### src/rtl/fifo_serializer.sv
// fifo_serializer
// Drain stage between the FIFO read port and a bit-serial sink. Pops one
// DATA_WIDTH-bit word at a time and shifts it out one bit per accepted beat
// on a valid/ready interface, marking the final bit and counting words.
//
// Handshake: a serial beat transfers on a rising edge where o_ser_valid and
// i_ser_ready are both high. Once o_ser_valid is raised, it and
// o_ser_data/o_ser_last stay put until that beat transfers (only reset may
// withdraw it). i_ser_ready may change freely.
//
// FIFO side: o_fifo_rd is a one-cycle pop strobe. The popped word is on
// i_fifo_data in the following cycle (the WAIT state), where it is captured.

module fifo_serializer #(
    parameter int DATA_WIDTH = 32,
    parameter int MSB_FIRST  = 1,
    parameter int CNT_WIDTH  = 16
) (
    input  logic                  i_clk,
    input  logic                  i_rst_n,
    output logic                  o_fifo_rd,
    input  logic                  i_fifo_empty,
    input  logic [DATA_WIDTH-1:0] i_fifo_data,
    output logic                  o_ser_data,
    output logic                  o_ser_valid,
    input  logic                  i_ser_ready,
    output logic                  o_ser_last,
    output logic                  o_busy,
    output logic [CNT_WIDTH-1:0]  o_word_count,
    output logic [1:0]            o_dbg_state
);

    // Bit index counter only has to reach DATA_WIDTH-1.
    localparam int BIT_CNT_W = (DATA_WIDTH > 2) ? $clog2(DATA_WIDTH) : 1;
    localparam logic [BIT_CNT_W-1:0] LAST_IDX = BIT_CNT_W'(DATA_WIDTH - 1);

    typedef enum logic [1:0] {
        ST_IDLE  = 2'd0,   // no word held; pop as soon as the FIFO has one
        ST_WAIT  = 2'd1,   // pop issued last cycle; FIFO data valid now
        ST_SHIFT = 2'd2    // presenting bits of the held word
    } state_t;

    state_t                  r_state;
    state_t                  w_next_state;
    logic [DATA_WIDTH-1:0]   r_shift;
    logic [DATA_WIDTH-1:0]   w_shift_next;
    logic [BIT_CNT_W-1:0]    r_bit_cnt;
    logic [CNT_WIDTH-1:0]    r_word_count;
    logic                    w_valid;
    logic                    w_xfer;
    logic                    w_last;
    logic                    w_out_bit;
    logic                    w_fifo_rd;

    // Output end of the shift register and the shift direction follow MSB_FIRST.
    generate
        if (MSB_FIRST != 0) begin : g_msb_first
            assign w_out_bit    = r_shift[DATA_WIDTH-1];
            assign w_shift_next = {r_shift[DATA_WIDTH-2:0], 1'b0};
        end else begin : g_lsb_first
            assign w_out_bit    = r_shift[0];
            assign w_shift_next = {1'b0, r_shift[DATA_WIDTH-1:1]};
        end
    endgenerate

    assign w_valid = (r_state == ST_SHIFT);
    assign w_xfer  = w_valid & i_ser_ready;
    assign w_last  = w_valid & (r_bit_cnt == LAST_IDX);

    // Next-state and pop strobe. A pop happens either from IDLE or on the
    // cycle the last bit of a word transfers, so words run back to back with
    // a single WAIT bubble. Reset suppresses the strobe so no word is popped
    // and then thrown away by the register reset.
    always_comb begin
        w_next_state = r_state;
        w_fifo_rd    = 1'b0;
        case (r_state)
            ST_IDLE: begin
                if (!i_fifo_empty) begin
                    w_fifo_rd    = 1'b1;
                    w_next_state = ST_WAIT;
                end
            end
            ST_WAIT: begin
                w_next_state = ST_SHIFT;
            end
            ST_SHIFT: begin
                if (w_xfer && w_last) begin
                    if (!i_fifo_empty) begin
                        w_fifo_rd    = 1'b1;
                        w_next_state = ST_WAIT;
                    end else begin
                        w_next_state = ST_IDLE;
                    end
                end
            end
            default: begin
                w_next_state = ST_IDLE;
            end
        endcase
        if (!i_rst_n) begin
            w_fifo_rd = 1'b0;
        end
    end

    // State register.
    always_ff @(posedge i_clk) begin
        if (!i_rst_n) begin
            r_state <= ST_IDLE;
        end else begin
            r_state <= w_next_state;
        end
    end

    // Shift register and bit index: load in WAIT, advance only on a transfer
    // so everything on the serial side holds under backpressure.
    always_ff @(posedge i_clk) begin
        if (!i_rst_n) begin
            r_shift   <= '0;
            r_bit_cnt <= '0;
        end else if (r_state == ST_WAIT) begin
            r_shift   <= i_fifo_data;
            r_bit_cnt <= '0;
        end else if (w_xfer) begin
            r_shift   <= w_shift_next;
            r_bit_cnt <= r_bit_cnt + 1'b1;
        end
    end

    // Completed-word counter; wraps silently at all-ones.
    always_ff @(posedge i_clk) begin
        if (!i_rst_n) begin
            r_word_count <= '0;
        end else if (w_xfer && w_last) begin
            r_word_count <= r_word_count + 1'b1;
        end
    end

    assign o_fifo_rd    = w_fifo_rd;
    assign o_ser_valid  = w_valid;
    assign o_ser_data   = w_out_bit;
    assign o_ser_last   = w_last;
    assign o_busy       = (r_state != ST_IDLE);
    assign o_word_count = r_word_count;
    assign o_dbg_state  = r_state;

    // A pop against an empty FIFO would underflow it.
    a_no_rd_when_empty: assert property (@(posedge i_clk) !(o_fifo_rd && i_fifo_empty));

endmodule

### config.mk
export PLATFORM = sky130hd
export DESIGN_NAME = fifo_serializer
export DESIGN_NICKNAME = d
export VERILOG_FILES = /design/src/rtl/fifo_serializer.sv
export SDC_FILE = /design/constraint.sdc
export NUM_CORES = 1
export LEC_CHECK = 0
export BUFFER_PORTS_ARGS = -buffer_cell sky130_fd_sc_hd__buf_2
export CAP_MARGIN = 20
export CORE_UTILIZATION = 47
export DETAILED_ROUTE_END_ITERATION = 12
export PLACE_DENSITY = 0.83
export RECOVER_POWER = 50
export SLEW_MARGIN = 20
export SYNTH_ARGS = -nofsm -noshare
export SYNTH_HDL_FRONTEND = slang
export SYNTH_SLANG_ARGS = --single-unit
### constraint.sdc
create_clock -name i_clk -period 1.62 [get_ports i_clk]
set_input_delay 0.081 -clock i_clk [delete_from_list [all_inputs] [get_ports i_clk]]
set_output_delay 0.081 -clock i_clk [all_outputs]
set_load 0.05 [all_outputs]
# After elaboration in Yosys (flattened, before gate mapping)
# Cells that the tools add are included.
# op_classes
add_sub_neg	2
n_eq_ne	5
mux	10
bitwise	3
reduce_logical	6
# ops
operator	n
32-bit two-way mux	2
16-bit by 1-bit adder with 16-bit output (second input constant)	1
2-bit one-hot mux with 3 select lines	1
5-bit by 1-bit adder with 5-bit output (second input constant)	1
5-bit equality test (second input constant)	1
1-bit two-way mux	4
2-bit two-way mux	2
2-bit nonzero test	2
1-bit AND	2
2-bit by 1-bit equality test with 1-bit output (second input constant)	1
2-bit equality test (second input constant)	1
2-bit zero test	1
2-bit by 1-bit inequality test with 1-bit output (second input constant)	1
2-bit inequality test (second input constant)	1
1-bit one-hot mux with 2 select lines	1
2-bit AND reduction	1
2-bit OR reduction	1
1-bit logical AND	1
1-bit NOT	1
# totals
register_bits	55
inputBits	36
out_inout_bits	23
elab_cells	30

# Depth between registers and ports, before layout
# logic_depth
word_depth	6
ltp_mapped	8
ltp_nobuf	7

# Worst setup path before layout
# Ideal clock, no wire load.
# synth_timing
path_type	reg-to-output
from	reg r_bit_cnt[0]
to	out o_fifo_rd
arrival_time_ns	3.692
t_required_ns	1.539
setup_slack_ns	-2.153
stages_incl_launch_ff	7
cell_sequence	dfxtp_1 > ha_1 > and3_1 > ha_1 > nand4b_1 > buf_2 > a2111oi_0
# synth_via
elab_chain_len	6
# synth_lines
item	line	rtl
from (decl)	47	logic [BIT_CNT_W-1:0] r_bit_cnt;
from (signal assigned)	126	r_bit_cnt <= r_bit_cnt + 1'b1;
5-bit equality test	68	assign w_last = w_valid & (r_bit_cnt == LAST_IDX);
1-bit AND	68	
1-bit logical AND	88	if (w_xfer && w_last) begin
1-bit two-way mux	88	
1-bit one-hot mux with 2 select lines	77	case (r_state)
1-bit two-way mux	101	if (!i_rst_n) begin
to (decl)	21	output logic o_fifo_rd,
# No other way between the ends.

# Final worst setup path
# layout_timing
from	reg r_bit_cnt[1]
to	out o_fifo_rd
# Same word-level chain as after synthesis.

==> impl_metrics.prom <==
# TYPE chip_impl_metric gauge
chip_impl_info{name="clock_tree_from_tritoncts",value="built"} 1
chip_impl_metric{name="critPathArrivalTime",unit="ps"} 1910
chip_impl_metric{name="drt_iter0_drc",unit=""} 114
chip_impl_metric{name="timing.setup.tns",unit="ps"} -2570
chip_impl_metric{name="yosysWarnings",unit=""} 0
chip_impl_info{name="min_to",value="r_shift[31]"} 1
chip_impl_metric{name="antenna_found_initial",unit=""} 0
chip_impl_info{name="r2r_end",value="o_word_count[15]"} 1
chip_impl_metric{name="vertical_die_dimension",unit="µm"} 72.2
chip_impl_metric{name="core_area",unit="µm²"} 4720
chip_impl_metric{name="clock_pin_slew_on_the_worst_setup_and_hold_paths",unit="ps"} 90
chip_impl_metric{name="clk_latency",unit="ps"} 300
chip_impl_metric{name="drt_wl_total",unit="µm"} 5440
chip_impl_metric{name="cts_buffers",unit=""} 5
chip_impl_metric{name="synthesis.area_per_instance",unit="µm²"} 8.72
chip_impl_metric{name="num-fill-cells",unit=""} 406
chip_impl_metric{name="leakagePower",unit="nW"} 1.19
chip_impl_metric{name="placement.io_buffers",unit=""} 58
chip_impl_metric{name="crit_path_max_fanout",unit=""} 3
chip_impl_metric{name="timing.final.setup_violations",unit=""} 13
chip_impl_info{name="min-delay-start",value="i_fifo_data[31]"} 1
chip_impl_metric{name="synthesis.nets",unit=""} 305
chip_impl_metric{name="cts.path.max_buffers",unit=""} 2
chip_impl_metric{name="routed_via_density",unit=""} 5.41
chip_impl_metric{name="grt-ovfl-total",unit=""} 0
chip_impl_metric{name="ir_worst_vdd",unit="mV"} 0.715
chip_impl_metric{name="tightestPinTransition",unit="ps"} 641
chip_impl_metric{name="grt_start_max_net_pins",unit=""} 45
chip_impl_metric{name="drt-pass1-iter-count",unit=""} 4
chip_impl_metric{name="final.setup_skew",unit="ps"} 3.48
chip_impl_metric{name="shortest_period_the_worst_path_allows",unit="ps"} 1990
chip_impl_metric{name="die_w",unit="µm"} 72.2
chip_impl_metric{name="multiInputGateArea",unit="µm²"} 1270
chip_impl_metric{name="starting_utilization_of_the_core_area",unit="%"} 49.1
chip_impl_metric{name="final-instance-count-excl-fill",unit=""} 406
chip_impl_metric{name="gpl_congestion",unit=""} 0.772
chip_impl_metric{name="maxSlewHeadroom",unit="%"} 57.4
chip_impl_metric{name="hpwlAfterDp",unit="µm"} 3540
chip_impl_metric{name="post_synth_inst_count",unit=""} 266
chip_impl_metric{name="insertedDiodeCount",unit=""} 0
chip_impl_metric{name="post_synth_instance_area",unit="µm²"} 2320
chip_impl_metric{name="final_antenna_net_count",unit=""} 0
chip_impl_metric{name="async_flop_share",unit="%"} 0
chip_impl_metric{name="synth_edf_count",unit=""} 0
chip_impl_info{name="mostFrequentLayoutCells",value="sky130_fd_sc_hd__nand2_1 (46), sky130_fd_sc_hd__dfxtp_1 (42), sky130_fd_sc_hd__a21oi_1 (35), sky130_fd_sc_hd__buf_2 (35), sky130_fd_sc_hd__a22oi_1 (31)"} 1
chip_impl_metric{name="grt_pass1_wl",unit="µm"} 8790
chip_impl_metric{name="max_freq",unit="GHz"} 0.502
chip_impl_metric{name="cts_sinks",unit=""} 55
chip_impl_metric{name="drt-wirelength-per-cell",unit="µm"} 13.4
chip_impl_metric{name="cp_data_required_time",unit="ps"} 1540
chip_impl_metric{name="synthToLayoutAreaGrowth",unit="%"} 32.1
chip_impl_metric{name="regArea",unit="µm²"} 1120
chip_impl_metric{name="reg2reg_slack",unit="ps"} -330
chip_impl_metric{name="max_cap_viol_count",unit=""} 0
chip_impl_metric{name="drc_errors",unit=""} 0
chip_impl_metric{name="yosys_register_bits",unit=""} 55
chip_impl_metric{name="timing.hold.worst_path_depth",unit=""} 3
chip_impl_metric{name="placedCellCount",unit=""} 390
chip_impl_metric{name="placed_cell_area",unit="µm²"} 2810
chip_impl_metric{name="postLayoutSetupSlackWorst",unit="ps"} -371
chip_impl_metric{name="first_global_vias",unit=""} 2041
chip_impl_metric{name="ctsHtreeMaxLevel",unit=""} 2
chip_impl_info{name="ctsRootBufferMaster",value="sky130_fd_sc_hd__clkbuf_8"} 1
chip_impl_metric{name="finalNetCount",unit=""} 379
chip_impl_info{name="status",value="finished, violations left"} 1
chip_impl_metric{name="worstRegToRegCells",unit=""} 10
chip_impl_info{name="start_kind",value="flop"} 1
chip_impl_info{name="synthFlopType",value="sky130_fd_sc_hd__dfxtp_1"} 1
chip_impl_metric{name="layout-drive-gt1-share",unit="%"} 30.7
chip_impl_metric{name="dr_total_vias",unit=""} 2197
chip_impl_info{name="rr_startpoint",value="r_bit_cnt[1]"} 1
chip_impl_metric{name="layout_worst_path_cycle_share",unit="%"} 123
chip_impl_info{name="critical_path_class",value="flop to primary output"} 1
chip_impl_metric{name="core.rowCount",unit=""} 25
chip_impl_info{name="timing.critical_path.to_type",value="primary output"} 1
chip_impl_metric{name="power.density",unit="nW/µm²"} 789
chip_impl_metric{name="maxSlewViolCount",unit=""} 0
chip_impl_metric{name="ioPinCount",unit=""} 59
chip_impl_metric{name="global_route.usage.total",unit="%"} 21.2
chip_impl_info{name="setup_repair_after_global_routing_missed_its_margin",value="true"} 1
chip_impl_metric{name="final-hold-violation-count",unit=""} 0
chip_impl_metric{name="design.die.area",unit="µm²"} 5220
chip_impl_info{name="hp-class",value="input port to flop"} 1
chip_impl_info{name="final_common_cell",value="sky130_fd_sc_hd__nand2_1"} 1
chip_impl_metric{name="postLayoutCellArea",unit="µm²"} 3060
chip_impl_metric{name="synth-seq-area-share",unit="%"} 47.5
chip_impl_metric{name="dpl_worst_slack",unit="ps"} -146
chip_impl_info{name="violations",value="setup timing"} 1
chip_impl_metric{name="yosysUniqueCellTypes",unit=""} 34
==> how the worst max path moves through the flow <==
stage / startpoint / to / slack, ps / depth (start not counted)
final: r_bit_cnt[1] / o_fifo_rd / -370 / 7
after detailed placement: r_bit_cnt[1] / o_word_count[9] / -150 / 7
after floorplan: r_bit_cnt[1] / o_fifo_rd / -280 / 6
after global placement: r_bit_cnt[1] / o_dbg_state[0] / -160 / 6
after global routing: r_bit_cnt[1] / o_fifo_rd / -460 / 7
after CTS: r_bit_cnt[1] / o_fifo_rd / -350 / 7
==> layer usage <==
metal	vias to the layer above	track usage [%]	share of wire [%]
met5	-	0	0
li1	1092	-	-
met3	8	4.31	5.3
met1	1035	26.4	44
met2	62	35.8	50
met4	0	8.71	1.6
==> cells in the mapped netlist (2+ instances only) <==
cell type | number | share of area, %
sky130_fd_sc_hd__nand3_1 | 11 | 2.4
sky130_fd_sc_hd__nand3b_1 | 2 | 0.65
sky130_fd_sc_hd__a22oi_1 | 31 | 10
sky130_fd_sc_hd__nand4_1 | 4 | 1.1
sky130_fd_sc_hd__xnor2_1 | 5 | 1.9
sky130_fd_sc_hd__buf_2 | 9 | 1.9
sky130_fd_sc_hd__a21oi_1 | 38 | 8.2
sky130_fd_sc_hd__clkbuf_1 | 9 | 1.5
sky130_fd_sc_hd__xor2_1 | 6 | 2.3
sky130_fd_sc_hd__nor2_1 | 11 | 1.8
sky130_fd_sc_hd__nor2b_1 | 2 | 0.54
sky130_fd_sc_hd__a2111oi_0 | 2 | 0.76
sky130_fd_sc_hd__dfxtp_1 | 55 | 47
sky130_fd_sc_hd__nand2b_1 | 5 | 1.3
sky130_fd_sc_hd__and3_1 | 3 | 0.81
sky130_fd_sc_hd__nor3_1 | 3 | 0.65
sky130_fd_sc_hd__nand2_1 | 47 | 7.6
sky130_fd_sc_hd__mux2i_1 | 5 | 2.2
sky130_fd_sc_hd__ha_1 | 3 | 1.6
==> power by group <==
group	switching, mW	total [mW]	leakage (nW)	internal, mW
clock	0.398	0.687	0.0371	0.289
combinational	0.189	0.304	0.702	0.116
sequential	0.0257	1.42	0.452	1.40
total	0.613	2.42	1.19	1.80
==> registers in the layout, indices dropped and copies added, names as in the netlist <==
signal and count:
r_bit_cnt 5, r_shift 32, o_word_count 16, o_dbg_state 2
==> critical path: stages, from the launching register on <==
cell and delay [ps]:
sky130_fd_sc_hd__dfxtp_2 360, sky130_fd_sc_hd__ha_4 130, sky130_fd_sc_hd__and3_4 180, sky130_fd_sc_hd__ha_4 120, sky130_fd_sc_hd__nand4b_1 130, sky130_fd_sc_hd__buf_6 170, sky130_fd_sc_hd__a2111oi_4 310, sky130_fd_sc_hd__buf_6 210
==> cell type report <==
type | instances | share of cell area [%]
Clock buffer | 6 | 2.37
Inverter | 1 | 0.123
Multi-Input combinational cell | 191 | 41.6
Sequential cell | 55 | 36.5
Tap cell | 67 | 2.74
Timing Repair Buffer | 86 | 16.7
==> per-stage QoR <==
stage / power (mW) / hold WS, ps / utilization [%]
floorplan: 1.64 / 163 / -
detailed placement: 1.75 / 322 / 59.5
CTS: 2.44 / 38.4 / 64.2
global placement: 1.74 / 328 / 59.5
finish: 2.42 / 44.2 / 64.8
global route: 2.52 / 51.0 / 64.8
==> logic make-up after synthesis <==
group	count (synthesis)	synth area share (%)
buffers and inverters	20	3.89
DFF	55	47.5
and+or+nand+nor	99	21.2
adders and majority gates	3	1.62
xor gates and xnor gates	11	4.16
AOI/OAI and AO/OA	73	19.5
muxes	5	2.16
==> timing repair <==
item,4_1_cts,5_1_grt
resized for setup,20,14
cloned,1,0
hold endpoints to repair,2,0
buffers inserted,6,6
pin swaps,11,9
hold buffers,2,0
endpoints found under the setup margin,14,19
No activity file was read; power rests on OpenSTA's default activity.
